<file path="src/rtl/lsu_axi_master.sv">
// Load/store unit bus master: one EX request at a time onto an AXI-lite data port,
// with byte-lane placement for stores and lane extraction plus sign/zero extension for loads.
module lsu_axi_master #(
  parameter int ADDR_W = 32,
  parameter int DATA_W = 32
) (
  input  logic                  clk,
  input  logic                  rst,
  // EX/MEM request
  input  logic                  req_valid,
  output logic                  req_ready,
  input  logic                  req_we,
  input  logic [ADDR_W-1:0]     req_addr,
  input  logic [DATA_W-1:0]     req_wdata,
  input  logic [1:0]            req_size,
  input  logic                  req_unsigned,
  // WB response
  output logic                  resp_valid,
  input  logic                  resp_ready,
  output logic [DATA_W-1:0]     resp_rdata,
  output logic                  resp_err,
  // AXI-lite read
  output logic [ADDR_W-1:0]     araddr,
  output logic                  arvalid,
  input  logic                  arready,
  input  logic [DATA_W-1:0]     rdata,
  input  logic [1:0]            rresp,
  input  logic                  rvalid,
  output logic                  rready,
  // AXI-lite write
  output logic [ADDR_W-1:0]     awaddr,
  output logic                  awvalid,
  input  logic                  awready,
  output logic [DATA_W-1:0]     wdata,
  output logic [DATA_W/8-1:0]   wstrb,
  output logic                  wvalid,
  input  logic                  wready,
  input  logic [1:0]            bresp,
  input  logic                  bvalid,
  output logic                  bready
);

  localparam int STRB_W = DATA_W / 8;
  localparam int OFF_W  = $clog2(STRB_W);

  typedef enum logic [2:0] {
    S_IDLE, S_RD_A, S_RD_D, S_WR, S_WR_B, S_RESP
  } state_t;

  state_t              r_state;
  state_t              w_next;
  logic [ADDR_W-1:0]   r_addr;
  logic [DATA_W-1:0]   r_wdata;
  logic [STRB_W-1:0]   r_wstrb;
  logic [1:0]          r_size;
  logic                r_unsigned;
  logic                r_aw_done;
  logic                r_w_done;
  logic [DATA_W-1:0]   r_resp_rdata;
  logic                r_resp_err;

  logic                w_misaligned;
  logic [STRB_W-1:0]   w_strb_base;
  logic [DATA_W-1:0]   w_rd_shift;
  logic [DATA_W-1:0]   w_load_ext;
  logic                w_aw_ok;
  logic                w_w_ok;

  assign w_misaligned = (req_size == 2'd3) ||
                        (req_size == 2'd1 && req_addr[0]) ||
                        (req_size == 2'd2 && req_addr[1:0] != 2'b00);

  always_comb begin
    case (req_size)
      2'd0:    w_strb_base = STRB_W'(4'b0001);
      2'd1:    w_strb_base = STRB_W'(4'b0011);
      default: w_strb_base = STRB_W'(4'b1111);
    endcase
  end

  // Loads: bring the addressed lane down to bit 0, then extend to full width.
  assign w_rd_shift = rdata >> {r_addr[OFF_W-1:0], 3'b000};

  always_comb begin
    case (r_size)
      2'd0:    w_load_ext = r_unsigned ? {{(DATA_W-8){1'b0}}, w_rd_shift[7:0]}
                                       : {{(DATA_W-8){w_rd_shift[7]}}, w_rd_shift[7:0]};
      2'd1:    w_load_ext = r_unsigned ? {{(DATA_W-16){1'b0}}, w_rd_shift[15:0]}
                                       : {{(DATA_W-16){w_rd_shift[15]}}, w_rd_shift[15:0]};
      default: w_load_ext = rdata;
    endcase
  end

  assign req_ready  = (r_state == S_IDLE);
  assign arvalid    = (r_state == S_RD_A);
  assign rready     = (r_state == S_RD_D);
  assign awvalid    = (r_state == S_WR) && !r_aw_done;
  assign wvalid     = (r_state == S_WR) && !r_w_done;
  assign bready     = (r_state == S_WR_B);
  assign resp_valid = (r_state == S_RESP);
  assign araddr     = r_addr;
  assign awaddr     = r_addr;
  assign wdata      = r_wdata;
  assign wstrb      = r_wstrb;
  assign resp_rdata = r_resp_rdata;
  assign resp_err   = r_resp_err;

  // AW and W complete independently; either may finish in the same cycle as the other.
  assign w_aw_ok = r_aw_done || (awvalid && awready);
  assign w_w_ok  = r_w_done  || (wvalid && wready);

  always_comb begin
    // NOTE: default first so every path assigns w_next and no latch is inferred.
    w_next = r_state;
    case (r_state)
      S_IDLE: if (req_valid) w_next = w_misaligned ? S_RESP : (req_we ? S_WR : S_RD_A);
      S_RD_A: if (arready)   w_next = S_RD_D;
      S_RD_D: if (rvalid)    w_next = S_RESP;
      S_WR:   if (w_aw_ok && w_w_ok) w_next = S_WR_B;
      S_WR_B: if (bvalid)    w_next = S_RESP;
      S_RESP: if (resp_ready) w_next = S_IDLE;
      default:               w_next = S_IDLE;
    endcase
  end

  always_ff @(posedge clk or posedge rst) begin
    if (rst) begin
      r_state      <= S_IDLE;
      r_addr       <= '0;
      r_wdata      <= '0;
      r_wstrb      <= '0;
      r_size       <= '0;
      r_unsigned   <= 1'b0;
      r_aw_done    <= 1'b0;
      r_w_done     <= 1'b0;
      r_resp_rdata <= '0;
      r_resp_err   <= 1'b0;
    end else begin
      // NOTE: non-blocking throughout so every register samples pre-edge values.
      r_state <= w_next;
      case (r_state)
        S_IDLE: if (req_valid) begin
          r_addr       <= req_addr;
          r_wdata      <= req_wdata << {req_addr[OFF_W-1:0], 3'b000};
          r_wstrb      <= w_strb_base << req_addr[OFF_W-1:0];
          r_size       <= req_size;
          r_unsigned   <= req_unsigned;
          r_aw_done    <= 1'b0;
          r_w_done     <= 1'b0;
          r_resp_rdata <= '0;
          r_resp_err   <= w_misaligned;
        end
        S_RD_D: if (rvalid) begin
          r_resp_rdata <= (rresp != 2'b00) ? '0 : w_load_ext;
          r_resp_err   <= (rresp != 2'b00);
        end
        S_WR: begin
          if (awvalid && awready) r_aw_done <= 1'b1;
          if (wvalid && wready)   r_w_done  <= 1'b1;
        end
        S_WR_B: if (bvalid) r_resp_err <= (bresp != 2'b00);
        default: ;
      endcase
    end
  end

endmodule

</file>
<file path="config.mk">
export PLATFORM = sky130hd
export DESIGN_NAME = lsu_axi_master
export DESIGN_NICKNAME = d
export VERILOG_FILES = /design/src/rtl/lsu_axi_master.sv
export SDC_FILE = /design/constraint.sdc
export NUM_CORES = 1
export LEC_CHECK = 0
export ABC_AREA = 0
export CAP_MARGIN = 20
export CORE_MARGIN = 3
export CORE_UTILIZATION = 38
export DETAILED_ROUTE_END_ITERATION = 10
export GPL_TIMING_DRIVEN = 1
export MAX_ROUTING_LAYER = met4
export PLACE_DENSITY = 0.76
export REMOVE_ABC_BUFFERS = 1
export SLEW_MARGIN = 10
export SYNTH_ARGS = -nofsm -noshare
export SYNTH_HDL_FRONTEND = slang
export SYNTH_SLANG_ARGS = --single-unit
</file>
<file path="constraint.sdc">
create_clock -name clk -period 3.6 [get_ports clk]
set_clock_uncertainty 0.2 [all_clocks]
set_input_delay 0.72 -clock clk [delete_from_list [all_inputs] [get_ports clk]]
set_output_delay 0.72 -clock clk [all_outputs]
set_load 0.02 [all_outputs]
</file>
==> flow_summary_export.csv, run 1 <==
group,metric,value,unit
setup_path,start_kind,"flop",
cells_and_area,utilization,60.0,%
die,floorplan.initialDensity,39.9,%
cells_and_area,final_nets,812,
timing,relSlewSlack,30.3,%
timing,finalSetupViolations,0,
global_routing,grt_max_degree,58,
logic_synthesis,syn-mean-instance-area,10.8,um^2
clock_network,path_clk_slew,0.07,ns
timing,setup_tns,0,ns
setup_path,startpoint,"r_state[0]$_DFFE_PP0P_",
setup_path,worstReg2RegEnd,"resp_rdata[23]$_DFFE_PP0P_",
global_routing,groute.usage.overall,20.8,%
setup_path,r2r_setup_slack,1.05,ns
die,die_y,125,um
setup_path,crit_path_cell_trace,"or3b_1 > inv_2 > clkdlybuf4s50_1",
cells_and_area,multi_input_area,0.00224,mm^2
cells_and_area,seqCellArea,0.00273,mm^2
timing,max_freq,0.337,GHz
place,dp_hpwl,12.1,mm
setup_path,end_kind,"primary output",
logic_synthesis,synth.distinct_cells,46,
logic_synthesis,synthesis.area,0.00541,mm^2
clock_network,numCtsBuffers,9,
logic_synthesis,ys_warn_count,0,
global_routing,overflow,0,
global_routing,antenna_found_initial,0,
route,postRouteAntennaNets,0,
place,io_buffer_count,252,
setup_path,reg2regPathDepth,4,
timing,maxSlewViolCount,0,
cells_and_area,drive_above_1_share,11.5,%
setup_path,path_buf_inv,2,
clock_network,clk_path_buf_depth,2,
route,post_drt_wl_per_cell,18.1,um
power,vdd_drop_max,0.591,mV
setup_path,crit_slowest_cell,"clkdlybuf4s50_1",
timing,finalCritPeriodShare,82.4,%
die,core-area,0.0136,mm^2
worst_hold_path,hold-path-endpoint,"resp_rdata[3]$_DFFE_PP0P_",
worst_hold_path,hold_start,"resp_rdata[3]$_DFFE_PP0P_",
timing,grt_setup_unrepaired,"false",
power,leakagePower,3.49,nW
setup_path,cp_max_fo,19,
cells_and_area,nFillCells,1107,
logic_synthesis,seq_area_frac_synth,50.5,%
global_routing,grt_pass1_vias,4736,
clock_network,insertion_delay,0.35,ns
timing,hold_slack,0.270,ns
clock_network,post_cts_buffers,0,
worst_hold_path,hold_depth,2,
die,die_x,125,um
route,viasPerCell,5.27,
setup_path,timing.rr.start,"araddr[1]$_DFFE_PP0P_",
clock_network,cts_tree,"yes",
logic_synthesis,synthFlopType,"dfrtp_1",
cells_and_area,area_growth,50.5,%
setup_path,max_stage_delay,0.62,ns
timing,finalWorstSetupSlack,0.633,ns
setup_path,cp.required,2.68,ns
timing,tightest_slew,1.05,ns
route,drtPass1Iterations,5,
clock_network,cts.sink_count,109,
place,finalWeightedCongestion,0.941,
route,initialDrtViolationCount,395,
power,power.total,6.85,mW
logic_synthesis,synth_edf_count,0,
route,wl,16.0,mm
worst_hold_path,hold_class,"flop to flop",
route,drc,0,
die,dieArea,0.0157,mm^2
clock_network,ctsHoldBuffers,0,
logic_synthesis,syn_inst,499,
route,num_vias,4637,
timing,hold_viol,0,
logic_synthesis,ys_seq_elements,109,
global_routing,grt_pass1_wl,25.4,mm
setup_path,arrival,2.05,ns
run_status,outcome,"complete, no violations",
die,num_rows,42,
setup_path,crit_family,"buffers and inverters",
logic_synthesis,async_flop_share,100,%
clock_network,cts-htree-levels,3,
clock_network,cts_resized,0,
clock_network,cts_root_buf,"clkbuf_16",
power,p_per_area,842,mW/mm^2
timing,layout_min_cycle_time,2.97,ns
cells_and_area,antenna_cells,0,
flow_run,drv_cap,0,
place,dp_slack,0.626,ns
setup_path,crit_type,"flop to primary output",
die,io_pins,253,
==> layout make-up <==
class	count	area share (%)
clock inverters	2	0.477
well taps	176	2.71
flip-flops and latches	109	33.5
clock buffers	14	3.49
repair buffers	261	32.0
multi-input cells	314	27.6
inverters	4	0.215
==> layout by cell type (no fill, tap or decap), types with 3 or more instances in the layout <==
cell type,synthesis,routed
a21oi_1,21,21
o21ai_0,22,22
a221o_1,16,16
nand2b_1,3,3
clkbuf_8,0,4
o31ai_1,10,10
clkdlybuf4s50_1,0,250
clkbuf_16,0,9
nor2b_1,13,13
o211a_1,8,8
a22oi_1,8,8
nand2_1,61,60
o21ai_1,7,7
mux2i_1,26,26
dfrtp_1,109,109
a2bb2oi_1,7,7
o221ai_1,7,7
a211oi_1,10,10
buf_4,35,7
nor2_1,21,21
mux2_2,46,46
==> layer usage <==
layer,global-route usage (%),vias to the layer above,share of wire (%)
li1,-,2155,-
met1,25.5,2236,41
met2,33.7,226,49
met3,5.42,20,8.0
met4,7.21,0,1.9
met5,-,-,0
==> worst max-delay path by stage <==
stage,end,slack [ns],cells after the start
floorplan,araddr[0]$_DFFE_PP0P_,-0.19,1
global placement,resp_rdata[19]$_DFFE_PP0P_,0.69,4
detailed placement,resp_rdata[23]$_DFFE_PP0P_,0.63,4
CTS,rready,0.62,3
global route,rready,0.54,3
finish,rready,0.63,3
==> cells in the mapped netlist, types with 3 or more instances <==
master	instances	area share, %
buf_4	35	4.9
o31ai_1	10	1.4
mux2_2	46	9.6
inv_1	3	0.21
a211oi_1	10	1.4
nand2b_1	3	0.35
a21oi_1	21	1.9
mux2i_1	26	4.8
a2bb2oi_1	7	1.1
o21ai_0	22	2.0
o221ai_1	7	1.1
a22oi_1	8	1.1
buf_1	7	0.49
o211a_1	8	1.5
nand2_1	61	4.2
a221o_1	16	3.0
o21ai_1	7	0.65
dfrtp_1	109	50
nor2_1	21	1.5
nor2b_1	13	1.5
buf_6	3	0.62
clkbuf_1	25	1.7
==> report_power, final <==
| group | switching (mW) | leakage [nW] | total, mW | internal [mW] |
|---|---|---|---|---|
| registers | 0.446 | 1.39 | 2.17 | 1.72 |
| logic | 1.79 | 1.94 | 3.62 | 1.84 |
| clock network | 0.441 | 0.159 | 1.06 | 0.618 |
| total | 2.68 | 3.49 | 6.85 | 4.17 |
==> stage by stage <==
| stage | cells | cell area, um^2 |
|---|---|---|
| global route | 880 | 8140 |
| floorplan | 427 | 4980 |
| finish | 880 | 8140 |
| global placement | 864 | 7810 |
| CTS | 880 | 8140 |
| detailed placement | 864 | 7810 |
==> kinds of logic after synthesis <==
family	count (synthesis)	synth area share, %
compound gates	129	17.1
simple gates	112	9.42
flops	109	50.5
buf+inv	76	8.17
mux	73	14.8
==> worst reg2reg max path: cells and delay by family (launching register included) <==
kind / cells / cell delay (ns)
and+or+nand+nor: 2 / 0.46
AOI/OAI and AO/OA: 1 / 0.31
muxes: 1 / 0.63
DFF: 1 / 0.85
==> flip-flops by register name, indices dropped and copies added (netlist names), 2 cells and up <==
register    cells
r_state         3
r_size          2
wdata          32
araddr         32
wstrb           4
resp_rdata     32
Note: power is estimated with default switching activity, not from simulation.
==> run 2, diff against run 1 <==
--- a/config.mk
+++ b/config.mk
@@ -8,11 +8,11 @@
 export ABC_AREA = 0
 export CAP_MARGIN = 20
 export CORE_MARGIN = 3
-export CORE_UTILIZATION = 38
+export CORE_UTILIZATION = 42
 export DETAILED_ROUTE_END_ITERATION = 10
 export GPL_TIMING_DRIVEN = 1
 export MAX_ROUTING_LAYER = met4
-export PLACE_DENSITY = 0.76
+export PLACE_DENSITY = 0.8
 export REMOVE_ABC_BUFFERS = 1
 export SLEW_MARGIN = 10
 export SYNTH_ARGS = -nofsm -noshare
==> constraint.sdc (replaced) <==
create_clock -name clk -period 3 [get_ports clk]
set_clock_uncertainty 0.2 [all_clocks]
set_input_delay 0.6 -clock clk [delete_from_list [all_inputs] [get_ports clk]]
set_output_delay 0.6 -clock clk [all_outputs]
set_load 0.02 [all_outputs]
==> flow_summary_export.csv, run 2 (same netlist as run 1, synthesis figures left out) <==
group,metric,value,unit
run_status,outcome,"complete, no violations",
setup_path,end_kind,"primary output",
timing,hold_viol,0,
die,die_x,119,um
clock_network,cts.sink_count,109,
global_routing,grt_max_degree,110,
power,power_frac_clock,13.8,%
die,dieArea,0.0143,mm^2
clock_network,path_clk_slew,0.07,ns
clock_network,ctsHoldBuffers,0,
power,pwr-share-seq,31.8,%
cells_and_area,most-common-layout-cells,"clkdlybuf4s50_1, dfrtp_1, nand2_1, mux2_2, mux2i_1",
power,sw_frac_of_total,40.0,%
place,finalWeightedCongestion,0.878,
clock_network,cts-htree-levels,3,
die,core-area,0.0123,mm^2
setup_path,startpoint,"r_state[2]$_DFFE_PP0P_",
clock_network,numCtsBuffers,9,
route,postRouteAntennaNets,0,
clock_network,post_cts_buffers,0,
timing,relSlewSlack,56.1,%
setup_path,max_stage_delay,0.72,ns
flow_run,drv_cap,0,
clock_network,insertion_delay,0.35,ns
setup_path,cp_max_fo,12,
power,power.total,8.12,mW
place,place_inst,862,
global_routing,overflow,0,
die,die_y,119,um
route,post_drt_wl_per_cell,18.4,um
setup_path,crit_path_cell_trace,"nor3_1 > clkdlybuf4s50_1",
setup_path,crit_type,"flop to primary output",
power,vdd_drop_max,0.902,mV
cells_and_area,area_growth,50.4,%
clock_network,cts_tree,"yes",
timing,maxSlewViolCount,0,
global_routing,antenna_found_initial,0,
timing,finalWorstSetupSlack,0.152,ns
route,drtPass1Iterations,6,
place,dp_slack,0.350,ns
route,wl,16.1,mm
cells_and_area,drive_above_1_share,12.3,%
timing,tightest_slew,0.658,ns
timing,grt_setup_unrepaired,"false",
setup_path,start_kind,"flop",
global_routing,grt_pass1_wl,25.2,mm
setup_path,arrival,2.05,ns
setup_path,crit_slowest_cell,"clkdlybuf4s50_1",
die,floorplan.initialDensity,43.9,%
route,initialDrtViolationCount,369,
timing,layout_min_cycle_time,2.85,ns
worst_hold_path,hold_class,"flop to flop",
clock_network,cts_root_buf,"clkbuf_16",
cells_and_area,antenna_cells,0,
route,drc,0,
power,p_per_area,999,mW/mm^2
global_routing,grt_pass1_vias,4847,
cells_and_area,layout_commonest_cell,"clkdlybuf4s50_1",
power,leakagePower,3.50,nW
die,io_pins,253,
setup_path,cp.required,2.20,ns
global_routing,groute.usage.overall,22.8,%
place,io_buffer_count,252,
place,dp_hpwl,12.1,mm
timing,finalSetupViolations,0,
power,p_comb_share,54.4,%
power,p_switching,3.25,mW
die,num_rows,40,
clock_network,cts_resized,0,
route,viasPerCell,5.36,
route,num_vias,4703,
timing,max_freq,0.351,GHz
cells_and_area,finalNonFillerCells,878,
worst_hold_path,hold_start,"resp_rdata[0]$_DFFE_PP0P_",
timing,finalCritPeriodShare,94.9,%
clock_network,clk_path_buf_depth,2,
power,intPower,4.87,mW
setup_path,timing.rr.start,"araddr[1]$_DFFE_PP0P_",
cells_and_area,final_nets,818,
==> run 2: cell count changes in the layout (fill, tap and decap cells not counted) <==
cell	delta
buf_4	+6
clkinv_4	+2
bufinv_16	-1
clkinv_2	+2
clkbuf_8	-3
==> run 2: layer usage <==
layer	global-route usage (%)	up-vias	routed length, um
met5	-	-	0
met4	8.09	0	323
met3	5.84	19	1370
met2	37.8	232	7960
met1	27.2	2278	6460
li1	-	2174	-
==> run 2: worst max-delay path, delay by kind of cell (launching register included) <==
family	cells	cell delay [ns]
simple gates	1	0.48
flops	1	0.49
buf+inv	1	0.72
==> run 2: metrics by stage <==
stage / util (%) / setup TNS [ns] / instance area (um^2) / hold slack, ns
6_report: 66.0 / 0 / 8130 / 0.270
5_1_grt: 66.0 / 0 / 8130 / 0.290
4_1_cts: 66.0 / 0 / 8130 / 0.273
3_5_place_dp: 63.7 / 0 / 7850 / 0.257
3_3_place_gp: 63.7 / 0 / 7850 / 0.253
2_1_floorplan: - / -114.12 / 4980 / 0.303
==> run 2: final timing paths <==
kind / to / cells past startpoint / slack [ns]
setup / recovery: req_ready / 2 / 0.15
hold / removal: resp_rdata[0]$_DFFE_PP0P_ / 2 / 0.27
setup reg to reg: resp_rdata[21]$_DFFE_PP0P_ / 4 / 0.66
hold reg to reg: resp_rdata[0]$_DFFE_PP0P_ / 2 / 0.27
max in group asynchronous: resp_rdata[31]$_DFFE_PP0P_ / 3 / 1.61
min in group asynchronous: araddr[15]$_DFFE_PP0P_ / 3 / 0.55
==> run 2: area by class of cell <==
class	instances	area (um^2)
fillers	958	4180
flip-flops and latches	109	2730
repair buffers	267	2650
multi-input cells	314	2240
clock buffers	11	243
well taps	168	210
clock inverters	5	36.3
inverters	4	17.5
==> run 2: power groups by stage <==
stage	Sequential (mW)	Combinational (mW)	Clock, mW
detailed placement	2.60	4.44	0
CTS	2.59	4.46	1.15
global placement	2.57	4.38	0
global route	2.68	4.66	1.21
finish	2.59	4.42	1.12
floorplan	3.49	1.27	0
==> run 3, diff against run 2 <==
==> constraint.sdc (replaced) <==
create_clock -name clk -period 3.1 [get_ports clk]
set_clock_uncertainty 0.2 [all_clocks]
set_input_delay 0.62 -clock clk [delete_from_list [all_inputs] [get_ports clk]]
set_output_delay 0.62 -clock clk [all_outputs]
set_load 0.02 [all_outputs]
==> flow_summary_export.csv, run 3 (same netlist as run 1, synthesis figures left out) <==
group,metric,value,unit
run_status,outcome,"complete, no violations",
timing,relSlewSlack,47.3,%
die,die_y,119,um
global_routing,overflow,0,
worst_hold_path,hold_depth,2,
route,drtPass1Iterations,4,
route,viasPerCell,5.46,
route,drc,0,
cells_and_area,drive_above_1_share,11.9,%
timing,hold_viol,0,
clock_network,clk_path_buf_depth,2,
place,io_buffer_count,252,
global_routing,grt_max_degree,99,
power,power_frac_clock,14.9,%
setup_path,end_kind,"primary output",
global_routing,grt_pass1_vias,5038,
route,initialDrtViolationCount,454,
global_routing,groute.usage.overall,23.3,%
clock_network,cts-htree-levels,3,
timing,setup_tns,0,ns
cells_and_area,finalInstanceArea,0.00813,mm^2
timing,maxSlewViolCount,0,
setup_path,worstReg2RegEnd,"resp_rdata[14]$_DFFE_PP0P_",
worst_hold_path,hold-path-endpoint,"resp_rdata[6]$_DFFE_PP0P_",
cells_and_area,most-common-layout-cells,"clkdlybuf4s50_1, dfrtp_1, nand2_1, mux2_2, mux2i_1",
global_routing,antenna_found_initial,0,
clock_network,post_cts_buffers,0,
setup_path,crit_type,"flop to primary output",
power,intPower,4.80,mW
cells_and_area,nFillCells,984,
timing,max_freq,0.345,GHz
clock_network,numCtsBuffers,9,
setup_path,arrival,2.08,ns
die,num_rows,40,
cells_and_area,area_growth,50.4,%
timing,finalCritPeriodShare,93.4,%
worst_hold_path,hold_start,"resp_rdata[6]$_DFFE_PP0P_",
setup_path,r2r_setup_slack,0.71,ns
setup_path,start_kind,"flop",
setup_path,reg2regPathDepth,5,
clock_network,cts_root_buf,"clkbuf_16",
setup_path,cp.required,2.28,ns
route,num_vias,4769,
power,pwr-share-seq,31.7,%
place,place_inst,858,
route,postRouteAntennaNets,0,
timing,layout_min_cycle_time,2.90,ns
timing,finalSetupViolations,0,
setup_path,cp_max_fo,19,
clock_network,cts_tree,"yes",
power,leakagePower,3.49,nW
power,vdd_drop_max,0.823,mV
power,p_per_area,979,mW/mm^2
place,dp_hpwl,12.2,mm
die,dieArea,0.0143,mm^2
global_routing,grt_pass1_wl,25.9,mm
timing,finalWorstSetupSlack,0.204,ns
cells_and_area,utilization,66.0,%
cells_and_area,layout_commonest_cell,"clkdlybuf4s50_1",
place,finalWeightedCongestion,0.885,
cells_and_area,finalNonFillerCells,874,
clock_network,cts.sink_count,109,
clock_network,ctsHoldBuffers,0,
cells_and_area,antenna_cells,0,
flow_run,drv_cap,0,
clock_network,insertion_delay,0.34,ns
place,dpl_cell_area,0.00782,mm^2
route,post_drt_wl_per_cell,18.7,um
cells_and_area,final_nets,814,
setup_path,timing.rr.start,"r_state[0]$_DFFE_PP0P_",
clock_network,cts_resized,0,
clock_network,path_clk_slew,0.07,ns
power,sw_frac_of_total,39.7,%
die,io_pins,253,
die,die_x,119,um
place,dp_slack,0.439,ns
timing,tightest_slew,0.789,ns
die,floorplan.initialDensity,43.9,%
power,p_comb_share,53.3,%
worst_hold_path,hold_class,"flop to flop",
route,wl,16.3,mm
die,core-area,0.0123,mm^2
timing,grt_setup_unrepaired,"false",
power,p_switching,3.16,mW
-- run 3: cell count changes in the layout (fill, tap and decap cells not counted) --
cell	delta
buf_4	-4
clkinv_4	-2
clkinvlp_4	+2
bufinv_16	+1
clkbuf_1	-1
clkbuf_8	+1
clkinv_2	-1
-- run 3: layer usage --
metal	track usage (%)	vias up	wire, um
met2	38.5	262	8060
met4	8.45	0	364
met1	27.2	2308	6370
met5	-	-	0
met3	6.51	33	1560
li1	-	2166	-
-- run 3: final cells by class --
type | count | area, um^2 | share of cell area, %
Clock buffer | 11 | 253 | 3.11
Clock inverter | 5 | 58.8 | 0.723
Inverter | 4 | 17.5 | 0.215
Multi-Input combinational cell | 314 | 2240 | 27.6
Sequential cell | 109 | 2730 | 33.5
Tap cell | 168 | 210 | 2.59
Timing Repair Buffer | 263 | 2620 | 32.2
-- run 3: worst max path at each step --
| stage | slack, ns | cells past startpoint | startpoint | to |
|---|---|---|---|---|
| final | 0.20 | 2 | r_state[0]$_DFFE_PP0P_ | req_ready |
| after global routing | 0.11 | 3 | r_state[0]$_DFFE_PP0P_ | rready |
| after CTS | 0.19 | 2 | r_state[0]$_DFFE_PP0P_ | req_ready |
| after detailed placement | 0.44 | 5 | rdata[31] | resp_rdata[28]$_DFFE_PP0P_ |
| after global placement | 0.46 | 5 | rdata[31] | resp_rdata[22]$_DFFE_PP0P_ |
| after floorplan | -0.59 | 1 | rst | araddr[0]$_DFFE_PP0P_ |
-- run 3: through the flow --
step	hold slack, ns	total power [mW]
after floorplan	0.303	4.60
after global placement	0.250	6.70
after detailed placement	0.255	6.80
after CTS	0.271	8.02
after global routing	0.313	8.36
final	0.269	7.96
-- run 3: power groups by stage --
stage | Sequential (mW) | Combinational, mW | Clock (mW)
after floorplan | 3.37 | 1.23 | 0
after global placement | 2.50 | 4.20 | 0
after detailed placement | 2.53 | 4.27 | 0
after CTS | 2.52 | 4.29 | 1.22
after global routing | 2.60 | 4.48 | 1.28
final | 2.53 | 4.25 | 1.19
-- run 3: worst max-delay path, stage by stage (launching register included) --
cell,delay [ns]
dfrtp_1,0.57
nor3_1,0.46
clkdlybuf4s50_1,0.70
